### src/rtl/retirement_rat.sv
// Retirement RAT: committed arch->phys map, freed-tag queue toward the rename
// free list, and a one-entry-per-cycle recovery walk after a branch flush.
module retirement_rat #(
  parameter int ARCH_REGS    = 32,
  parameter int PHYS_REGS    = 64,
  parameter int COMMIT_WIDTH = 2,
  parameter int FREE_Q_DEPTH = 16,
  localparam int AW = $clog2(ARCH_REGS),
  localparam int PW = $clog2(PHYS_REGS)
) (
  input  logic                             clk_in,
  input  logic                             rst_N_in,
  input  logic [COMMIT_WIDTH-1:0]          commit_valid_in,
  input  logic [COMMIT_WIDTH-1:0][AW-1:0]  commit_arch_in,
  input  logic [COMMIT_WIDTH-1:0][PW-1:0]  commit_phys_in,
  output logic                             commit_ready_out,
  input  logic                             flush_in,
  output logic                             free_valid_out,
  output logic [PW-1:0]                    free_preg_out,
  input  logic                             free_ready_in,
  output logic                             recover_valid_out,
  output logic [AW-1:0]                    recover_arch_out,
  output logic [PW-1:0]                    recover_phys_out,
  output logic                             recover_busy_out
);

  localparam int QW = $clog2(FREE_Q_DEPTH);
  localparam int CW = $clog2(FREE_Q_DEPTH + 1);
  localparam logic [AW-1:0] LAST_IDX = AW'(ARCH_REGS - 1);
  localparam logic [CW-1:0] READY_MAX = CW'(FREE_Q_DEPTH - COMMIT_WIDTH);

  typedef enum logic [0:0] {IDLE, RECOVER} state_e;

  state_e          state_p1, state_nxt_p0;
  logic [AW-1:0]   idx_p1;
  logic [PW-1:0]   map_p1 [ARCH_REGS];
  logic [PW-1:0]   fq_p1  [FREE_Q_DEPTH];
  logic [QW-1:0]   head_p1, tail_p1;
  logic [CW-1:0]   cnt_p1;

  logic [COMMIT_WIDTH-1:0] push_vld_p0;
  logic [PW-1:0]           old_p0  [COMMIT_WIDTH];
  logic [QW-1:0]           slot_p0 [COMMIT_WIDTH];
  logic [CW-1:0]           push_cnt_p0;
  logic                    pop_p0;

  // ---- stage p0: commit decode against the current map and queue tail ----
  assign push_vld_p0 = commit_ready_out ? commit_valid_in : '0;
  assign pop_p0      = (cnt_p1 != '0) && free_ready_in;

  always_comb begin
    push_cnt_p0 = '0;
    for (int i = 0; i < COMMIT_WIDTH; i++) begin
      // a younger lane hitting the same arch reg displaces the older lane's tag
      old_p0[i] = map_p1[commit_arch_in[i]];
      for (int j = 0; j < COMMIT_WIDTH; j++) begin
        if (j < i && push_vld_p0[j] && commit_arch_in[j] == commit_arch_in[i])
          old_p0[i] = commit_phys_in[j];
      end
      slot_p0[i] = tail_p1 + QW'(push_cnt_p0);
      if (push_vld_p0[i])
        push_cnt_p0 = push_cnt_p0 + CW'(1);
    end
  end

  // ---- stage p1: architectural map, queue and walk state ----
  always_ff @(posedge clk_in or negedge rst_N_in) begin
    if (!rst_N_in) begin
      for (int k = 0; k < ARCH_REGS; k++)
        map_p1[k] <= PW'(k);
    end else begin
      for (int i = 0; i < COMMIT_WIDTH; i++) begin
        if (push_vld_p0[i])
          map_p1[commit_arch_in[i]] <= commit_phys_in[i];
      end
    end
  end

  always_ff @(posedge clk_in) begin
    for (int i = 0; i < COMMIT_WIDTH; i++) begin
      if (push_vld_p0[i])
        fq_p1[slot_p0[i]] <= old_p0[i];
    end
  end

  always_ff @(posedge clk_in or negedge rst_N_in) begin
    if (!rst_N_in) begin
      head_p1 <= '0;
      tail_p1 <= '0;
      cnt_p1  <= '0;
    end else begin
      if (pop_p0)
        head_p1 <= head_p1 + QW'(1);
      tail_p1 <= tail_p1 + QW'(push_cnt_p0);
      cnt_p1  <= cnt_p1 + push_cnt_p0 - CW'(pop_p0);
    end
  end

  always_ff @(posedge clk_in or negedge rst_N_in) begin
    if (!rst_N_in)
      state_p1 <= IDLE;
    else
      state_p1 <= state_nxt_p0;
  end

  always_comb begin
    state_nxt_p0 = state_p1;
    case (state_p1)
      IDLE:    if (flush_in) state_nxt_p0 = RECOVER;
      RECOVER: if (!flush_in && idx_p1 == LAST_IDX) state_nxt_p0 = IDLE;
      default: state_nxt_p0 = IDLE;
    endcase
  end

  // walk index sits at 0 whenever idle, so a flush always starts from arch 0
  always_ff @(posedge clk_in or negedge rst_N_in) begin
    if (!rst_N_in)
      idx_p1 <= '0;
    else if (state_p1 == RECOVER && !flush_in && idx_p1 != LAST_IDX)
      idx_p1 <= idx_p1 + AW'(1);
    else
      idx_p1 <= '0;
  end

  always_comb begin
    recover_valid_out = (state_p1 == RECOVER);
    recover_busy_out  = recover_valid_out;
    recover_arch_out  = recover_valid_out ? idx_p1 : '0;
    recover_phys_out  = recover_valid_out ? map_p1[idx_p1] : '0;
    commit_ready_out  = (state_p1 == IDLE) && (cnt_p1 <= READY_MAX);
    free_valid_out    = (cnt_p1 != '0);
    free_preg_out     = free_valid_out ? fq_p1[head_p1] : '0;
  end

endmodule

### config.mk
export PLATFORM = sky130hd
export DESIGN_NAME = retirement_rat
export DESIGN_NICKNAME = d
export VERILOG_FILES = /design/src/rtl/retirement_rat.sv
export SDC_FILE = /design/constraint.sdc
export NUM_CORES = 1
export LEC_CHECK = 0
export ABC_AREA = 1
export CAP_MARGIN = 20
export CORE_ASPECT_RATIO = 0.5
export CORE_MARGIN = 4
export CORE_UTILIZATION = 35
export DETAILED_ROUTE_END_ITERATION = 10
export HOLD_SLACK_MARGIN = 0.02
export PLACE_DENSITY = 0.48
export SLEW_MARGIN = 20
export SYNTH_ARGS = -nofsm -noshare
export SYNTH_HDL_FRONTEND = slang
export SYNTH_SLANG_ARGS = --single-unit
### constraint.sdc
create_clock -name clk_in -period 3.2 [get_ports clk_in]
set_input_delay 0.32 -clock clk_in [delete_from_list [all_inputs] [get_ports clk_in]]
set_output_delay 0.32 -clock clk_in [all_outputs]
set_load 0.02 [all_outputs]
==> results of run 1 <==
## flip-flops by register name, indices dropped and copies added, names as in the netlist
name / flops
map_p1: 192
fq_p1: 96
cnt_p1: 5
head_p1: 4
recover_busy_out: 1
tail_p1: 4
idx_p1: 5
## cell families after synthesis
kind of cell,Yosys count
adder cells (fa/ha/maj),19
flip-flops,307
buffers and inverters,527
AO/OA/AOI/OAI,820
XOR/XNOR,13
AND/OR/NAND/NOR,1725
## final timing paths
path / endpoint / startpoint / slack (ns) / cells past startpoint
max: free_preg_out[2] / head_p1[0] / 0.13 / 7
min: head_p1[0] / rst_N_in / 0.30 / 2
max reg2reg: fq_p1[10][4] / cnt_p1[3] / 0.27 / 9
min reg2reg: cnt_p1[0] / cnt_p1[0] / 0.56 / 1
max in group asynchronous: map_p1[132] / rst_N_in / 1.93 / 3
min in group clk_in: map_p1[121] / commit_phys_in[1] / 0.35 / 5
## layout by cell type, fill, tap and decap left out, types with 8 or more instances in the layout
| cell | count |
|---|---|
| a21oi_1 | 218 |
| buf_12 | 31 |
| buf_4 | 116 |
| clkbuf_1 | 9 |
| clkbuf_16 | 37 |
| clkdlybuf4s50_1 | 31 |
| dfrtp_1 | 128 |
| dfstp_2 | 80 |
| edfxtp_1 | 96 |
| ha_1 | 17 |
| inv_1 | 295 |
| inv_2 | 22 |
| nand2_1 | 1251 |
| nand2_2 | 17 |
| nand3_1 | 267 |
| nand3_2 | 10 |
| nor2_1 | 135 |
| nor2_2 | 23 |
| o211ai_1 | 46 |
| o21ai_0 | 472 |
| o21ai_1 | 33 |
| o221ai_1 | 10 |
| o22ai_1 | 38 |
| xor2_1 | 8 |
## power breakdown
part	internal [mW]	total [mW]	switching, mW
logic	1.01	3.14	2.13
clock network	2.46	4.35	1.90
registers	4.16	4.27	0.107
## worst register-to-register path, stage by stage, from the launching register on
cell     delay [ns]
dfrtp_1        0.40
ha_1           0.20
nand2_1        0.06
nor2_1         0.03
o21ai_1        0.09
nand3_1        0.13
inv_1          0.13
buf_4          0.32
nand3_1        0.30
o21ai_0        0.90
## per-stage QoR
step                      power [mW]  setup WS, ns
final                          11.76        0.1277
after global routing           12.25       0.02754
after CTS                      11.78       0.01697
after detailed placement       7.382      -0.01081
after global placement         7.382     -0.001827
after floorplan                6.034        0.2219
## layer usage
metal	up-vias	wire, microns	part of all wire [%]	global-route usage [%]
met5	-	0	0	0
met4	0	2901	2.8	8.517
met3	177	10280	9.9	5.793
met2	1239	43490	42	45.35
met1	11560	47030	45	44.25
li1	11210	-	-	-
## area by class of cell
class	instances	area, sq um	share of cell area, %
timing repair inverter	1	7.507	0.02947
inverter	320	1207	4.740
sequential	307	8269	32.46
clock inverter	12	143.9	0.5649
clock buffer	50	1015	3.983
timing repair buffer	197	1988	7.805
multi-input combinational	2577	11810	46.36
tap	825	1032	4.052
## what timing repair did
action / 4_1_cts / 5_1_grt
gates cloned: 1 / 0
buffers inserted: 2 / 0
hold buffers: 1 / 0
setup endpoints to repair: 12 / 12
endpoints found under the hold margin: 45 / 0
pin swaps: 0 / 1
gates resized for setup: 12 / 10
==> qor.yml, run 1 <==
outcome:
  status: "finished, final reports clean"
power_and_ir_drop:
  power.leakage_nw: 11.54
  power_density_mw_per_mm2: 461.6
  ir_drop_uv: 260.0
floorplan:
  core-area_sq_mm: 0.06198
  ioPinCount: 49
  die_h_microns: 186.2
  die_w_microns: 364.4
  rows: 64
  initial_core_util_pct: 35.86
  die_area_sq_mm: 0.06784
synth:
  yosysMostFrequentCell: "nand2_1"
  synth_common_cells: "nand2_1 (1251), o21ai_0 (473), inv_1 (297)"
  async_reset_ff_share_pct: 68.73
  synth-seq-cells: 307
  syn-cell-area_sq_mm: 0.02222
  synth_top_family_by_area: "simple AND/OR/NAND/NOR gates"
  synth_flop_cell: "dfrtp_1"
  synth_fp_nets: 3458
  synth.avg_cell_area_sq_um: 6.515
  ys_warn_count: 0
  synth_largest_area_cell: "nand2_1"
  synth_area_leaders: "nand2_1 (21%), dfrtp_1 (15%), edfxtp_1 (13%)"
  yosys.area_share.adder_pct: 1.137
  synth_mux_area_share_pct: 0
  synth-xor-area-share_pct: 0.5123
  synth_seq_area_share_pct: 37.18
  synth_edf_count: 96
  synthSimpleGateAreaFrac_pct: 32.03
  netlist.area_leader.share_pct: 21.13
  syn_inst: 3411
  yosysUniqueCellTypes: 36
  synth_compound_area_share_pct: 19.40
placed_design:
  dpl.cell_count: 4223
  port_buffers: 48
  gp_congestion: 0.9828
  post_dp_cell_area_sq_mm: 0.02425
  dpl.hpwl_microns: 68740
grt:
  antenna_found_initial: 0
  grt_pass1_vias: 22250
  grt_usage_pct: 30.16
  grt_max_degree: 74
  grt_pass1_wl_microns: 151600
  gr-total-overflow: 0
sta:
  max_freq_mhz: 325.5
  skew_ns: 0.03931
  finalSetupViolations: 0
  timing.final.crit_share_pct: 96.01
  slew_headroom_pct: 25.34
  hold_ws_ns: 0.3021
  rsz0062_at_grt: "false"
  layout_min_cycle_time_ns: 3.072
  worst_pin_slew_ns: 1.119
  fin_tns_setup_ns: 0
  finalMaxSlewViolations: 0
  hold_viol: 0
run:
  maxCapViolCount: 0
setup_path:
  critPathTopFamily: "buffers and inverters"
  critical_path_required_ns: 2.88
  worstPathArrival_ns: 2.75
  cp_max_fo: 42
  start_kind: "flip-flop"
  slowest_delay_ns: 0.64
  critical_path.slowest_cell: "clkdlybuf4s50_1"
  crit_buf_inv: 3
  end_kind: "primary output"
  crit_chain: "inv_2 > buf_12 > o21ai_0 > o221ai_1 > nand3_1 > a21oi_1 > clkdlybuf4s50_1"
  critPathKind: "reg -> out"
cells_and_area:
  final_core_util_pct: 41.10
  layoutNonFillerInstCount: 4289
  drive_gt1_share_pct: 10.88
  n_antenna_cell: 0
  final_area_sq_mm: 0.02547
  finalNetCount: 3486
  nFillCells: 6607
  syn_to_final_growth_pct: 14.62
clock_network:
  cts_sinks: 307
  clock-root-buffer: "clkbuf_16"
  cts_max_level: 2
  cts_inserted_buffers: 35
  clk-insertion-delay-late_ns: 0.58
  cts_tree: "built"
  clockBufferDepth: 3
  path_clk_slew_ns: 0.06
hold_path:
  hold_class: "in -> async"
drt:
  drt-total-wl_microns: 103700
  drt_iter0_drc: 3347
  via_per_inst: 5.639
  drc: 0
  vias: 24190
  drtPass1Iterations: 6
  ant_nets: 0
  wl_per_cell_microns: 24.18
Note: power is estimated with default switching activity, not from simulation.
==> run 2: changes to the inputs <==
- CELL_PAD_IN_SITES_DETAIL_PLACEMENT: default -> 2
- CELL_PAD_IN_SITES_GLOBAL_PLACEMENT: default -> 2
- PLACE_DENSITY: 0.48 -> 0.78
==> run 2 against run 1 <==
Compared with the run above:
- sequential cell count stayed put
- routed wire length increased by 18%
- clock power decreased by 8.5%
- maximum frequency is 1.6% lower
- critical endpoint is now recover_phys_out[2]
- non-clock buffer count rose by 19
- cell area grew 0.24%
- setup slack got worse by 0.050 ns
- register-to-register slack got worse by 0.09 ns
- die area did not move
==> qor.yml, run 2 (synthesis gave the netlist of run 1 again) <==
setup_path:
  end_kind: "primary output"
  worstPathArrival_ns: 2.80  # +0.05 ns
  critPathKind: "reg -> out"
  start_kind: "flip-flop"
  cp_max_fo: 38  # -9.5%
  critical_path_required_ns: 2.88  # about the same
drt:
  drc: 0  # unchanged
  vias: 26040  # +7.7%
  drtPass1Iterations: 5  # -1
  drt_iter0_drc: 2691  # -20%
  via_per_inst: 6.045  # +7.2%
  drt-total-wl_microns: 122400  # +18%
  wl_per_cell_microns: 28.43  # +18%
  ant_nets: 0  # unchanged
clock_network:
  path_clk_slew_ns: 0.06  # about the same
  clock-root-buffer: "clkbuf_16"
  cts_sinks: 307  # unchanged
  cts_tree: "built"
  cts_inserted_buffers: 34  # -2.9%
  clk-insertion-delay-late_ns: 0.58  # about the same
  cts_max_level: 2  # unchanged
  clockBufferDepth: 3  # unchanged
grt:
  antenna_found_initial: 7  # +7
  gr-total-overflow: 0  # unchanged
  grt_usage_pct: 35.60  # +5.4 points
  grt_pass1_vias: 26610  # +20%
  grt_pass1_wl_microns: 179800  # +19%
  grt_max_degree: 87  # +18%
cells_and_area:
  final_common_cell: "nand2_1"
  final_cell_mix: "nand2_1 (1250), o21ai_0 (459), inv_1 (296)"
  finalNetCount: 3503  # +0.49%
  largest_reg_flops: 192  # unchanged
  syn_to_final_growth_pct: 14.90
  drive_gt1_share_pct: 11.77  # +0.89 points
  n_antenna_cell: 0  # unchanged
  largest-register: "map_p1"
  layoutNonFillerInstCount: 4307  # +0.42%
power_and_ir_drop:
  ir_drop_uv: 292.7  # +13%
  power.leakage_nw: 11.56  # +0.17%
  power.total_mw: 11.53  # -2.0%
  power_density_mw_per_mm2: 451.5  # -2.2%
floorplan:
  rows: 64  # unchanged
  ioPinCount: 49  # unchanged
  die_area_sq_mm: 0.06784  # unchanged
  initial_core_util_pct: 35.86  # unchanged
  die_h_microns: 186.2  # unchanged
  die_w_microns: 364.4  # unchanged
  core-area_sq_mm: 0.06198  # unchanged
run:
  maxCapViolCount: 0  # unchanged
sta:
  setup_slack_ns: 0.07746  # -0.05028 ns
  skew_ns: 0.03799  # -0.001322 ns
  hold_viol: 0  # unchanged
  timing.final.crit_share_pct: 97.58  # +1.6 points
  finalMaxSlewViolations: 0  # unchanged
  hold_ws_ns: 0.2991  # -0.002941 ns
  worst_pin_slew_ns: 1.087  # -0.03147 ns
  finalSetupViolations: 0  # unchanged
  max_freq_mhz: 320.3  # -1.6%
  slew_headroom_pct: 27.44  # +2.1 points
  layout_min_cycle_time_ns: 3.123  # +0.05028 ns
hold_path:
  hold_class: "in -> reg"
placed_design:
  gp_congestion: 0.9534  # -3.0%
  dp_slack_ns: -0.03806  # -0.02725 ns
  dpl.hpwl_microns: 85370  # +24%
  port_buffers: 48  # unchanged
  dpl.cell_count: 4243  # +0.47%
outcome:
  status: "finished, final reports clean"
-- run 2: worst max-delay path, cell delays in order (launching register included) --
cell and delay (ns):
dfrtp_4 0.57, buf_6 0.24, o21ai_0 0.35, nand3_1 0.27
nand3_1 0.22, nand2_1 0.08, nand2_1 0.06, nand2_1 0.09
dlygate4sd2_1 0.33
-- run 2: what timing repair did --
item | 4_1_cts | 5_1_grt
hold endpoints to repair | 45 | 0
gates cloned | 0 | 0
resized for setup | 14 | 30
hold buffers | 1 | 0
setup buffers | 1 | 0
pin swaps | 0 | 1
endpoints found under the setup margin | 7 | 115
-- run 2: area by class of cell --
type | instances | area (sq um)
clock buffers | 49 | 937.1
clock inverters | 13 | 85.08
fillers | 7515 | 36450
inverters | 320 | 1212
multi-input cells | 2577 | 11870
flip-flops and latches | 307 | 8269
well taps | 825 | 1032
repair buffers | 216 | 2126
-- run 2: path summary, 6_finish.rpt --
| path | start | to | slack, ns | depth (start not counted) |
|---|---|---|---|---|
| hold reg to reg | map_p1[12] | map_p1[12] | 0.58 | 2 |
| max in group asynchronous | rst_N_in | map_p1[88] | 1.84 | 3 |
| setup / recovery | idx_p1[0] | recover_phys_out[2] | 0.08 | 8 |
| min in group asynchronous | rst_N_in | head_p1[2] | 0.32 | 2 |
| hold / removal | commit_phys_in[9] | map_p1[45] | 0.30 | 3 |
| setup reg to reg | cnt_p1[4] | fq_p1[4][3] | 0.18 | 14 |
-- run 2: through the flow --
step	utilization (%)	instance area, sq um	TNS (ns)
3_3_place_gp	39.38	24410	0
6_report	41.20	25530	0
4_1_cts	41.09	25470	0
5_1_grt	41.20	25530	-0.06614
2_1_floorplan	-	22220	0
3_5_place_dp	39.38	24410	-0.3557
-- run 2: routing by layer --
layer / global-route usage [%] / vias to the layer above / wire length (microns)
met4: 11.00 / 10 / 4199
met3: 7.950 / 253 / 11430
met1: 49.17 / 13370 / 53770
met5: 0 / - / 80
li1: - / 11240 / -
met2: 56.00 / 1163 / 52940
-- run 2: power breakdown --
group / leakage, nW / internal [mW] / switching (mW)
registers: 3.41 / 4.16 / 0.102
clock network: 0.495 / 2.06 / 1.92
logic: 7.65 / 1.03 / 2.25
==> run 3: changes to the inputs <==
- RECOVER_POWER: default -> 50
==> run 3 against run 2 <==
Compared with the run above:
- the flow now finishes with violations (max-capacitance violations, max-slew violations)
- sequential cell count unchanged
- clock skew rose by 0.0021 ns
- global-route usage did not move
- routed wire length about the same
- die area is the same
- clock power about the same
- critical endpoint unchanged
- largest power group unchanged
==> qor.yml, run 3 (synthesis gave the netlist of run 1 again) <==
sta:
  skew_ns: 0.04010  # +0.002111 ns
  finalSetupViolations: 0  # unchanged
  timing.final.crit_share_pct: 97.23  # -0.35 points
  hold_viol: 0  # unchanged
  worst_pin_slew_ns: 2.043  # +0.9553 ns
  finalMaxSlewViolations: 71  # +71
  layout_min_cycle_time_ns: 3.111  # -0.01113 ns
  max_freq_mhz: 321.4  # +0.36%
  slew_headroom_pct: -36.17  # -64 points
setup_path:
  critical_path_required_ns: 2.88  # about the same
  start_kind: "flip-flop"
  end_kind: "primary output"
  critPathKind: "reg -> out"
  worstPathArrival_ns: 2.79  # about the same
  cp_max_fo: 38  # unchanged
power_and_ir_drop:
  power.leakage_nw: 11.54  # -0.16%
  comb_power_share_pct: 28.5  # about the same
  pwr-share-seq_pct: 37.0  # about the same
  power.total_mw: 11.52  # about the same
  ir_drop_uv: 293.4  # +0.22%
  switchingPower_mw: 4.272  # about the same
  power_density_mw_per_mm2: 452.1  # +0.15%
  internal_power_mw: 7.249  # about the same
  swShare_pct: 37.08  # about the same
  clockPowerShare_pct: 34.5  # about the same
run:
  maxCapViolCount: 1  # +1
clock_network:
  clock-root-buffer: "clkbuf_16"
  path_clk_slew_ns: 0.06  # about the same
  cts_max_level: 2  # unchanged
  cts_sinks: 307  # unchanged
  clockBufferDepth: 3  # unchanged
  cts_inserted_buffers: 34  # unchanged
  clk-insertion-delay-late_ns: 0.58  # about the same
  cts_tree: "built"
placed_design:
  post_dp_cell_area_sq_mm: 0.02441  # unchanged
  port_buffers: 48  # unchanged
  dpl.cell_count: 4243  # unchanged
  gp_congestion: 0.9534  # unchanged
  dpl.hpwl_microns: 85370  # unchanged
floorplan:
  core-area_sq_mm: 0.06198  # unchanged
  die_area_sq_mm: 0.06784  # unchanged
  die_w_microns: 364.4  # unchanged
  initial_core_util_pct: 35.86  # unchanged
  ioPinCount: 49  # unchanged
  die_h_microns: 186.2  # unchanged
  rows: 64  # unchanged
cells_and_area:
  n_antenna_cell: 0  # unchanged
  largest_reg_flops: 192  # unchanged
  final_cell_mix: "nand2_1 (1250), o21ai_0 (460), inv_1 (298)"
  final_area_sq_mm: 0.02548  # -0.21%
  syn_to_final_growth_pct: 14.65
  layoutNonFillerInstCount: 4307  # unchanged
  drive_gt1_share_pct: 11.55  # -0.23 points
  finalNetCount: 3503  # unchanged
  final_common_cell: "nand2_1"
  largest-register: "map_p1"
drt:
  vias: 26020  # -0.061%
  drc: 0  # unchanged
  drt-total-wl_microns: 122400  # about the same
  wl_per_cell_microns: 28.41  # about the same
  ant_nets: 0  # unchanged
  via_per_inst: 6.042  # about the same
  drtPass1Iterations: 5  # unchanged
  drt_iter0_drc: 2776  # +3.2%
grt:
  antenna_found_initial: 7  # unchanged
  gr-total-overflow: 0  # unchanged
  grt_pass1_wl_microns: 179800  # unchanged
  grt_usage_pct: 35.60  # unchanged
  grt_pass1_vias: 26610  # unchanged
  grt_max_degree: 87  # unchanged
outcome:
  failed_checks: "max-capacitance violations, max-slew violations"
  status: "finished, violations left"
hold_path:
  hold_class: "in -> reg"
run 3: cell types whose count changed in the layout (fill, tap and decap cells not counted), moves of 2 or more:
cell,previous run,this run
inv_2,20,18
inv_1,296,298
nor2_1,135,138
nor2_2,22,20
buf_4,131,125
clkbuf_2,0,2
clkbuf_1,12,15
dlygate4sd3_1,1,6
buf_2,10,12
clkdlybuf4s50_1,28,23
run 3: final timing paths:
check                                  startpoint                   to  slack, ns  cells after the start
worst max-delay path                    idx_p1[0]  recover_phys_out[2]       0.09                      8
worst min-delay path            commit_phys_in[9]           map_p1[45]       0.30                      3
worst max register to register          cnt_p1[4]          fq_p1[4][3]       0.18                     14
worst min register to register         map_p1[12]           map_p1[12]       0.58                      2
max in group asynchronous                rst_N_in          map_p1[162]       0.38                      3
min in group asynchronous                rst_N_in           head_p1[2]       0.86                      2
run 3: per-layer routing:
| metal | part of all wire, % | global-route usage [%] | wire length (microns) | vias up |
|---|---|---|---|---|
| li1 | - | - | - | 11230 |
| met1 | 44 | 49.17 | 53460 | 13380 |
| met2 | 43 | 56.00 | 53180 | 1159 |
| met3 | 9.3 | 7.950 | 11440 | 242 |
| met4 | 3.4 | 11.00 | 4156 | 10 |
| met5 | 0.099 | 0 | 121 | - |
run 3: cell type report:
| type | instances | area, sq um |
|---|---|---|
| Clock buffer | 49 | 937.1 |
| Clock inverter | 13 | 85.08 |
| Fill cell | 7524 | 36500 |
| Inverter | 320 | 1212 |
| Multi-Input combinational cell | 2577 | 11860 |
| Sequential cell | 307 | 8269 |
| Tap cell | 825 | 1032 |
| Timing Repair Buffer | 216 | 2085 |
run 3: per-stage QoR:
stage	hold slack, ns	utilization (%)	setup WS (ns)	TNS [ns]
floorplan	0.02441	-	0.2219	0
global placement	0.3346	39.38	0.0003746	0
detailed placement	0.3352	39.38	-0.03806	-0.3557
CTS	0.2638	41.09	0.007377	0
global route	0.2923	41.11	-0.009052	-0.06614
finish	0.3036	41.11	0.08859	0
run 3: repair_timing:
item	CTS	global route
endpoints found under the hold margin	45	0
buffers inserted	1	0
hold buffers	1	0
pin swaps	0	1
resized for setup	14	30
endpoints found under the setup margin	7	115
run 3: worst max-delay path, cell delays in order (launching register included):
cell and delay [ns]:
dfrtp_4 0.57, buf_6 0.23, o21ai_0 0.35, nand3_1 0.26, nand3_1 0.22, nand2_1 0.07
nand2_1 0.06, nand2_1 0.09, dlygate4sd2_1 0.33
run 3: power groups by stage:
stage,combinational (mW),sequential [mW],clock (mW)
after detailed placement,3.21,4.33,0
after CTS,3.23,4.26,4.01
after global placement,3.09,4.32,0
after global routing,3.51,4.27,4.20
final,3.28,4.26,3.98
after floorplan,1.74,4.29,0
